<file path="src/rtl/mem_access_ctrl_pkg.sv">
// mem_access_ctrl_pkg: store-type, load-type and FSM state encodings shared by the controller.
package mem_access_ctrl_pkg;
  localparam logic [1:0] ST_B = 2'b01;
  localparam logic [1:0] ST_H = 2'b10;
  localparam logic [1:0] ST_W = 2'b11;
  localparam logic [2:0] LD_NONE = 3'd0;
  localparam logic [2:0] LD_B = 3'd1;
  localparam logic [2:0] LD_H = 3'd2;
  localparam logic [2:0] LD_W = 3'd3;
  localparam logic [2:0] LD_BU = 3'd4;
  localparam logic [2:0] LD_HU = 3'd5;
  typedef enum logic [1:0] {S_IDLE, S_WAIT, S_RESP} state_e;
endpackage

</file>
<file path="src/rtl/mem_access_ctrl_data_extend.sv">
// mem_access_ctrl_data_extend: selects the addressed byte/half of a read word and sign/zero extends it.
module mem_access_ctrl_data_extend
  import mem_access_ctrl_pkg::*;
(
  input  logic [31:0] data_i,
  input  logic [1:0]  off_i,
  input  logic [2:0]  ld_type_i,
  output logic [31:0] ext_o
);
  logic [31:0] sh;
  logic [7:0]  b;
  logic [15:0] h;
  always_comb begin
    sh = data_i >> {off_i, 3'b000};
    b = sh[7:0];
    h = off_i[1] ? data_i[31:16] : data_i[15:0];
    ext_o = ld_type_i == LD_B  ? {{24{b[7]}}, b} :
            ld_type_i == LD_BU ? {24'd0, b} :
            ld_type_i == LD_H  ? {{16{h[15]}}, h} :
            ld_type_i == LD_HU ? {16'd0, h} :
            ld_type_i == LD_W  ? data_i : 32'd0;
  end
endmodule

</file>
<file path="src/rtl/mem_access_ctrl.sv">
// mem_access_ctrl: MEM-stage load/store sequencer over a req/ack data-cache handshake.
// Define MEM_TIMEOUT_EN to abort a WAIT that exceeds TIMEOUT_CYCLES with resp_err.
module mem_access_ctrl
  import mem_access_ctrl_pkg::*;
#(
  parameter int ADDR_W = 32,
  parameter int TIMEOUT_CYCLES = 255
) (
  input  logic              clk,
  input  logic              rst_n,
  input  logic              req_valid,
  output logic              req_ready,
  input  logic              req_we,
  input  logic [2:0]        req_load_type,
  input  logic [1:0]        req_store_type,
  input  logic [ADDR_W-1:0] req_addr,
  input  logic [31:0]       req_wdata,
  output logic              cache_req,
  output logic [ADDR_W-1:0] cache_addr,
  output logic [3:0]        cache_be,
  output logic [31:0]       cache_wdata,
  input  logic              cache_ack,
  input  logic [31:0]       cache_rdata,
  output logic              resp_valid,
  output logic [31:0]       resp_data,
  output logic              resp_err,
  output logic              busy
);
  state_e state_q;
  logic cache_req_q, resp_valid_q, resp_err_q, we_q;
  logic [ADDR_W-1:0] cache_addr_q;
  logic [3:0] cache_be_q, be_d;
  logic [31:0] cache_wdata_q, resp_data_q, wdata_d, ext;
  logic [2:0] ld_type_q;
  logic [1:0] off_q, off;
  logic mis_d;
`ifdef MEM_TIMEOUT_EN
  localparam int CNT_W = $clog2(TIMEOUT_CYCLES + 1) > 8 ? $clog2(TIMEOUT_CYCLES + 1) : 8;
  logic [CNT_W-1:0] cnt_q;
`endif
  mem_access_ctrl_data_extend u_ext (
    .data_i    (cache_rdata),
    .off_i     (off_q),
    .ld_type_i (ld_type_q),
    .ext_o     (ext)
  );
  always_comb begin
    off = req_addr[1:0];
    be_d = !req_we ? 4'b0000 :
           req_store_type == ST_B ? 4'b0001 << off :
           req_store_type == ST_H ? 4'b0011 << off :
           req_store_type == ST_W ? 4'b1111 : 4'b0000;
    wdata_d = req_store_type == ST_B ? {4{req_wdata[7:0]}} :
              req_store_type == ST_H ? {2{req_wdata[15:0]}} : req_wdata;
    mis_d = req_we ? (req_store_type == ST_H && off[0]) || (req_store_type == ST_W && off != 2'b00)
                   : ((req_load_type == LD_H || req_load_type == LD_HU) && off[0]) ||
                     (req_load_type == LD_W && off != 2'b00);
  end
  always_ff @(posedge clk or negedge rst_n) begin
    if (!rst_n) begin
      state_q <= S_IDLE;
      cache_req_q <= 1'b0;
      cache_addr_q <= '0;
      cache_be_q <= 4'b0;
      cache_wdata_q <= 32'd0;
      resp_valid_q <= 1'b0;
      resp_data_q <= 32'd0;
      resp_err_q <= 1'b0;
      we_q <= 1'b0;
      ld_type_q <= LD_NONE;
      off_q <= 2'b00;
`ifdef MEM_TIMEOUT_EN
      cnt_q <= '0;
`endif
    end else begin
      case (state_q)
        S_IDLE: if (req_valid) begin
          we_q <= req_we;
          ld_type_q <= req_load_type;
          off_q <= off;
          if (mis_d || (!req_we && req_load_type == LD_NONE)) begin
            state_q <= S_RESP;
            resp_valid_q <= 1'b1;
            resp_err_q <= mis_d;
            resp_data_q <= 32'd0;
          end else begin
            state_q <= S_WAIT;
            cache_req_q <= 1'b1;
            cache_addr_q <= {req_addr[ADDR_W-1:2], 2'b00};
            cache_be_q <= be_d;
            cache_wdata_q <= wdata_d;
`ifdef MEM_TIMEOUT_EN
            cnt_q <= '0;
`endif
          end
        end
        S_WAIT: if (cache_ack) begin
          state_q <= S_RESP;
          cache_req_q <= 1'b0;
          resp_valid_q <= 1'b1;
          resp_data_q <= we_q ? 32'd0 : ext;
`ifdef MEM_TIMEOUT_EN
        end else if (cnt_q == CNT_W'(TIMEOUT_CYCLES - 1)) begin
          state_q <= S_RESP;
          cache_req_q <= 1'b0;
          resp_valid_q <= 1'b1;
          resp_err_q <= 1'b1;
          resp_data_q <= 32'd0;
        end else begin
          cnt_q <= cnt_q + 1'b1;
`endif
        end
        default: begin
          state_q <= S_IDLE;
          resp_valid_q <= 1'b0;
          resp_err_q <= 1'b0;
          resp_data_q <= 32'd0;
        end
      endcase
    end
  end
  assign req_ready = state_q == S_IDLE;
  assign busy = state_q != S_IDLE;
  assign cache_req = cache_req_q;
  assign cache_addr = cache_addr_q;
  assign cache_be = cache_be_q;
  assign cache_wdata = cache_wdata_q;
  assign resp_valid = resp_valid_q;
  assign resp_data = resp_data_q;
  assign resp_err = resp_err_q;
endmodule
</file>
<file path="config.mk">
export PLATFORM = sky130hd
export DESIGN_NAME = mem_access_ctrl
export DESIGN_NICKNAME = d
export VERILOG_FILES = /design/src/rtl/mem_access_ctrl_pkg.sv /design/src/rtl/mem_access_ctrl_data_extend.sv /design/src/rtl/mem_access_ctrl.sv
export SDC_FILE = /design/constraint.sdc
export NUM_CORES = 1
export LEC_CHECK = 0
export ABC_CLOCK_PERIOD_IN_PS = 3700
export CORE_ASPECT_RATIO = 0.8
export CORE_UTILIZATION = 48
export DETAILED_ROUTE_END_ITERATION = 10
export PLACE_DENSITY_LB_ADDON = 0.2
export SYNTH_ARGS = -nofsm -noshare
export SYNTH_HDL_FRONTEND = slang
export SYNTH_HIERARCHICAL = 1
export SYNTH_SLANG_ARGS = --single-unit
export TNS_END_PERCENT = 20
</file>
<file path="constraint.sdc">
create_clock -name clk -period 3.7 [get_ports clk]
set_input_delay 0.74 -clock clk [delete_from_list [all_inputs] [get_ports clk]]
set_output_delay 0.74 -clock clk [all_outputs]
set_load 0.02 [all_outputs]
</file>
==> results by group, run 1 <==
Final layout
  • Area growth syn-to-layout: 45.8%
  • Fill count: 782
  • Most common cell after layout, fill and taps aside: clkdlybuf4s50_1
  • Most frequent cells in the layout: clkdlybuf4s50_1, dfrtp_1, mux2_2
  • Share of cells above drive strength 1: 0.172
  • Final #Nets: 758
  • Final instance area: 8020 um2
  • Layout Utilization: 0.728
  • N_diodes: 0

Global routing
  • Initial antenna violation count: 0
  • Largest net degree at the start of global routing: 92
  • Global-route wire length before repair: 22.9 mm
  • Total gr overflow: 0
  • Vias in the first global route: 4,459
  • GRT Util Overall: 0.247

Min path
  • HP Class: flop to flop

Clock tree
  • Maximum clock insertion buffer count: 2
  • CTS H-tree depth: 3
  • Cts bufs inserted: 9
  • Clk slew on worst S/H paths: 80 ps
  • CTS tree: done
  • Post-CTS sizing: 0
  • Clk sinks: 109
  • Hold Buf Count CTS: 0
  • Clock root cell: clkbuf_16
  • Post-CTS setup repair buffer count: 0
  • Worst-Skew Late Latency: 350 ps

Timing
  • Setup total negative slack: 0 ps
  • Endpoints failing setup: 0
  • Fin. max-slew vios: 0
  • Fmax achieved: 0.352 GHz
  • Hold Fails Final Rpt: 0
  • Crit path time final: 2840 ps
  • Worst slew pin tran: 1130 ps
  • Clock skew: 12.5 ps
  • PnR worst setup slack: 855 ps
  • Period utilisation layout: 0.769
  • Worst slew margin: 0.248
  • WHS: 490 ps
  • RSZ-0062 raised after global routing: no

Placed design
  • PortBufs: 208
  • DP HPWL: 10.5 mm
  • RD Place Congestion: 0.916
  • Pre-CTS WS: 508 ps
  • Placed inst area: 7700 um2

Job
  • Max cap viols: 0

Critical path
  • CP Launch Type: input pin
  • Crit path arrival time: 3080 ps
  • Crit. End Element: flop
  • Crit-path max FO: 68
  • WS Path Type: input pin to flop
  • Worst EP required: 3940 ps

Power
  • Sequential share of power: 0.346
  • Power share of the combinational group: 0.479
  • Clock power share: 0.175
  • Pwr Density: 714 nW/um2
  • Leak: 3.32 nW
  • Sw power: 2.17 mW
  • Switching Share: 0.380
  • Power Internal: 3.55 mW
  • Worst vdd ir: 0.470 mV

Synthesis
  • Async SR Flop Fraction: 1.00
  • Cell Area, Synth: 5500 um2
  • Count of cell types in the netlist: 50
  • Synth Instances: 451
  • Flip-flop and latch count after synthesis: 109
  • Synth top area cells: dfrtp_1, mux2_2, a22o_1, mux2_1, mux2i_1
  • Synth area leader: dfrtp_1
  • Mean post-synth cell area: 12.2 um2
  • Synth warnings: 6
  • Top FF cell, synth: dfrtp_1
  • Seq/Total Area, Yosys: 0.496
  • Post-synth top area share: 0.496
  • Post-synth EDFFs: 0

Routing
  • Vias: 4,397
  • 1st-iter DRT viols: 162
  • WL/cell: 17.8 um
  • Detailed Routing Iterations Pass 1: 4
  • Antenna Violating Nets Remaining: 0
  • Drt drc: 0
  • Vias per cell: 5.52
  • Routed Wire Length: 14.2 mm

Floorplan
  • Placeable Area: 11,000 um2
  • Row cnt: 34
  • Die Footprint: 11,900 um2
  • Chip height: 97.8 um
  • DIE WIDTH: 122 um
  • Starting Density: 0.499
  • Top-level I/O count: 211

Run status
  • Outcome: finished clean
==> power by group through the flow <==
| stage | registers (mW) | logic, mW | clock network (mW) |
|---|---|---|---|
| CTS | 1.98 | 2.75 | 1.03 |
| detailed placement | 2.00 | 2.74 | 0 |
| finish | 1.98 | 2.74 | 1.00 |
| global placement | 1.97 | 2.70 | 0 |
| floorplan | 2.39 | 1.08 | 0 |
| global route | 2.05 | 2.91 | 1.08 |
==> state kept, by name (all words and copies together), names as in the netlist, 2 cells and up <==
signal       count
cache_addr      30
state_q          2
cache_be         4
ld_type_q        3
off_q            2
resp_data       32
cache_wdata     32
==> critical path: stages <==
cell,delay (ps)
clkdlybuf4s50_1,590
inv_1,90
ha_1,240
nor4bb_1,290
nor4_1,90
a21oi_2,300
nor3b_4,90
buf_12,230
mux2_1,360
==> worst paths after layout <==
path                       slack, ps  cells after the start        endpoint        start
setup / recovery                 860                      9  cache_addr[19]  req_addr[0]
hold / removal                   490                      1     cache_be[2]  cache_be[2]
setup reg to reg                1420                      5   resp_data[26]     off_q[1]
hold reg to reg                  490                      1     cache_be[2]  cache_be[2]
max in group asynchronous       2240                      2   cache_addr[6]        rst_n
min in group asynchronous        610                      1  cache_addr[25]        rst_n
==> cell families after synthesis <==
| kind of cell | count (synthesis) | synth area share |
|---|---|---|
| AO/OA/AOI/OAI | 120 | 0.161 |
| XOR/XNOR | 2 | 0.00318 |
| adder cells (fa/ha/maj) | 5 | 0.0109 |
| buffers and inverters | 39 | 0.0341 |
| flip-flops | 109 | 0.496 |
| multiplexers | 106 | 0.215 |
| other | 1 | 0.000682 |
| AND/OR/NAND/NOR | 69 | 0.0794 |
==> synth_stat cells, drive strengths merged (2+ instances only) <==
cell / instances
a221o: 15
buf: 18
dfrtp: 109
nand3b: 5
or3b: 2
o21ai: 23
o31ai: 2
nor2: 14
mux2i: 17
nor4: 2
nor3b: 2
nand2: 8
clkbuf: 15
o211ai: 2
nor4bb: 2
ha: 4
a21boi: 4
a211oi: 8
mux2: 88
nor2b: 14
a21oi: 29
inv: 6
and2: 17
a22o: 32
==> metrics by stage <==
| step | power (mW) | std cells |
|---|---|---|
| after global routing | 6.03 | 797 |
| after CTS | 5.76 | 797 |
| final | 5.72 | 797 |
| after floorplan | 3.47 | 452 |
| after global placement | 4.67 | 781 |
| after detailed placement | 4.74 | 781 |
==> per-layer routing <==
layer | part of all wire | wire [um] | GRT usage
met1 | 0.43 | 6040 | 0.331
met2 | 0.47 | 6590 | 0.382
met3 | 0.092 | 1300 | 0.0917
met4 | 0.017 | 235 | 0.0608
met5 | 0 | 0 | 0
==> cell type report <==
class,count,area (um2),area share
flip-flops and latches,109,2730,0.340
multi-input cells,304,2610,0.325
repair buffers,218,2170,0.270
clock buffers,9,225,0.0281
clock inverters,7,91.3,0.0114
well taps,144,180,0.0225
inverters,6,22.5,0.00281
No activity file was read; power rests on OpenSTA's default activity.
==> run 2: changes to the inputs <==
ABC_CLOCK_PERIOD_IN_PS = 2400   (was 3700)
CORE_UTILIZATION = 40   (was 48)
clock period = 2.4 ns   (was 3.7 ns; I/O delays follow)
==> run 2 against run 1 <==
Against the previous run: critical path type unchanged; cell count increased by 6.8%; core utilization decreased by 9.5 points; global-route usage decreased by 2.9 points; the flow now finishes with violations (setup timing); critical endpoint is now cache_addr[20]; hold slack got worse by 370 ps.
==> results by group, run 2 (synthesized netlist as in run 1, its figures left out) <==
Critical path
  • Crit. End Element: flop
  • Crit-path cells: clkdlybuf4s50_1 > inv_1 > ha_2 > nor4bb_2 > nor4_2 > a21oi_2 > nor3b_4 > buf_4 > buf_16 > mux2_1
  • WS Path Type: input pin to flop
  • Max stage delay on crit path: 480 ps (-110 ps)
  • Worst EP required: 2640 ps (-1300 ps)
  • CP startpoint: req_addr[1]
  • Crit path arrival time: 2680 ps (-400 ps)
  • Flop-to-flop setup slack: 390 ps (-1030 ps)
  • Worst path slowest cell: clkdlybuf4s50_1
  • CP Launch Type: input pin
  • Crit-path max FO: 25 (-63%)
  • FF-to-FF Start: ld_type_q[2]
  • R2R depth: 6 (+1)
  • CP endpoint: cache_addr[20]
  • R2r endpoint: resp_data[5]

Floorplan
  • DIE WIDTH: 133 um (+9.4%)
  • Chip height: 107 um (+9.3%)
  • Top-level I/O count: 211 (unchanged)
  • Placeable Area: 13,100 um2 (+19%)
  • Row cnt: 37 (+8.8%)
  • Starting Density: 0.418 (-0.0809)
  • Die Footprint: 14,200 um2 (+20%)

Clock tree
  • Maximum clock insertion buffer count: 2 (unchanged)
  • Cts bufs inserted: 9 (unchanged)
  • Worst-Skew Late Latency: 350 ps (about the same)
  • CTS H-tree depth: 3 (unchanged)
  • Clk slew on worst S/H paths: 70 ps (about the same)
  • Clock root cell: clkbuf_16
  • Clk sinks: 109 (unchanged)
  • CTS tree: done

Final layout
  • Fill count: 1,020 (+30%)
  • Non-Filler Instances: 851 (+6.8%)
  • Layout Utilization: 0.633 (-0.0953)
  • Final #Nets: 781 (+3.0%)
  • Area growth syn-to-layout: 51.2%
  • N_diodes: 0 (unchanged)
  • Most common cell after layout, fill and taps aside: clkdlybuf4s50_1
  • Share of cells above drive strength 1: 0.203 (+0.0311)
  • Most frequent cells in the layout: clkdlybuf4s50_1, dfrtp_1, mux2_2

Timing
  • Hold Fails Final Rpt: 0 (unchanged)
  • WHS: 123 ps (-368 ps)
  • Fin. max-slew vios: 0 (unchanged)
  • Fmax achieved: 0.410 GHz
  • Period utilisation layout: 1.02
  • Endpoints failing setup: 10 (+10)
  • Worst slew pin tran: 776 ps (-352 ps)
  • Setup total negative slack: -328 ps (-328 ps)
  • Clock skew: 12.1 ps (-0.477 ps)
  • PnR worst setup slack: -38.8 ps (-894 ps)
  • Crit path time final: 2440 ps
  • Worst slew margin: 0.480 (+0.233)

Routing
  • 1st-iter DRT viols: 193 (+19%)
  • Antenna Violating Nets Remaining: 0 (unchanged)
  • Routed Wire Length: 15.2 mm (+6.9%)
  • WL/cell: 17.8 um (+0.15%)
  • Vias per cell: 5.28 (-4.2%)
  • Vias: 4,496 (+2.3%)
  • Drt drc: 0 (unchanged)
  • Detailed Routing Iterations Pass 1: 4 (unchanged)

Run status
  • Failing checks: setup timing
  • Outcome: finished, violations left

Global routing
  • Largest net degree at the start of global routing: 50 (-46%)
  • Vias in the first global route: 4,597 (+3.1%)
  • Initial antenna violation count: 0 (unchanged)
  • Global-route wire length before repair: 23.9 mm (+4.2%)
  • Total gr overflow: 0 (unchanged)
  • GRT Util Overall: 0.218 (-0.0292)

Placed design
  • PortBufs: 208 (unchanged)
  • Inst Count DP: 832 (+6.5%)
  • RD Place Congestion: 0.840 (-8.3%)
  • DP HPWL: 11.1 mm (+5.4%)

Power
  • Leak: 3.47 nW (+4.5%)
  • Power Total: 9.04 mW (+58%)
  • Worst vdd ir: 0.723 mV (+54%)
  • Pwr Density: 1090 nW/um2 (+52%)

Min path
  • HP Class: input pin to async pin

Job
  • Max cap viols: 0 (unchanged)
==> run 2: cell types whose count changed in the layout (fill, tap and decap cells not counted), moves of 2 or more <==
cell             before  now
buf_4                10   29
buf_12                1    4
inv_8                 3    0
bufinv_16             0    2
clkdlybuf4s50_1     207  205
inv_12                2    0
inv_6                 1    3
==> run 2: cell type report <==
cell class | instances | area, um2 | share of cell area
Inverter | 6 | 22.5 | 0.00271
Clock buffer | 11 | 243 | 0.0292
Sequential cell | 109 | 2730 | 0.328
Clock inverter | 5 | 86.3 | 0.0104
Multi-Input combinational cell | 304 | 2620 | 0.315
Timing Repair Buffer | 241 | 2400 | 0.288
Tap cell | 175 | 219 | 0.0263
==> run 2: worst min path at each step <==
| stage | from | to | slack [ps] | depth (start not counted) |
|---|---|---|---|---|
| 5_1_grt | rst_n | resp_data[16] | 160 | 1 |
| 2_1_floorplan | rst_n | cache_addr[10] | 180 | 0 |
| 6_report | rst_n | off_q[1] | 120 | 1 |
| 4_1_cts | rst_n | resp_data[7] | 140 | 1 |
| 3_5_place_dp | cache_req | cache_req | 470 | 1 |
| 3_3_place_gp | cache_addr[30] | cache_addr[30] | 470 | 1 |
==> run 2: what timing repair did <==
action | 4_1_cts | 5_1_grt
hold buffers | 0 | 0
buffers inserted | 2 | 0
setup endpoints to repair | 64 | 65
cloned | 1 | 0
pin swaps | 2 | 2
resized for setup | 2 | 5
==> run 2: power breakdown <==
group	internal, mW	switching [mW]
combinational	2.30	2.14
sequential	2.51	0.451
clock	0.955	0.678
total	5.77	3.27
==> run 2: through the flow <==
stage / setup slack [ps] / area, um2
floorplan: 120 / 5510
global placement: -345 / 7930
detailed placement: -415 / 7930
CTS: 8.02 / 8300
global route: -90.2 / 8320
finish: -38.8 / 8320
==> run 2: routing by layer <==
| layer | global-route usage | routed length (um) |
|---|---|---|
| met5 | 0 | 0 |
| met4 | 0.0633 | 252 |
| met3 | 0.0927 | 1290 |
| met2 | 0.340 | 6900 |
| met1 | 0.276 | 6710 |
==> run 2: critical path, delay by kind of cell <==
family,cells,cell delay (ps)
AOI/OAI and AO/OA,1,200
adders and majority gates,1,200
buffers and inverters,4,880
muxes,1,320
and+or+nand+nor,3,580
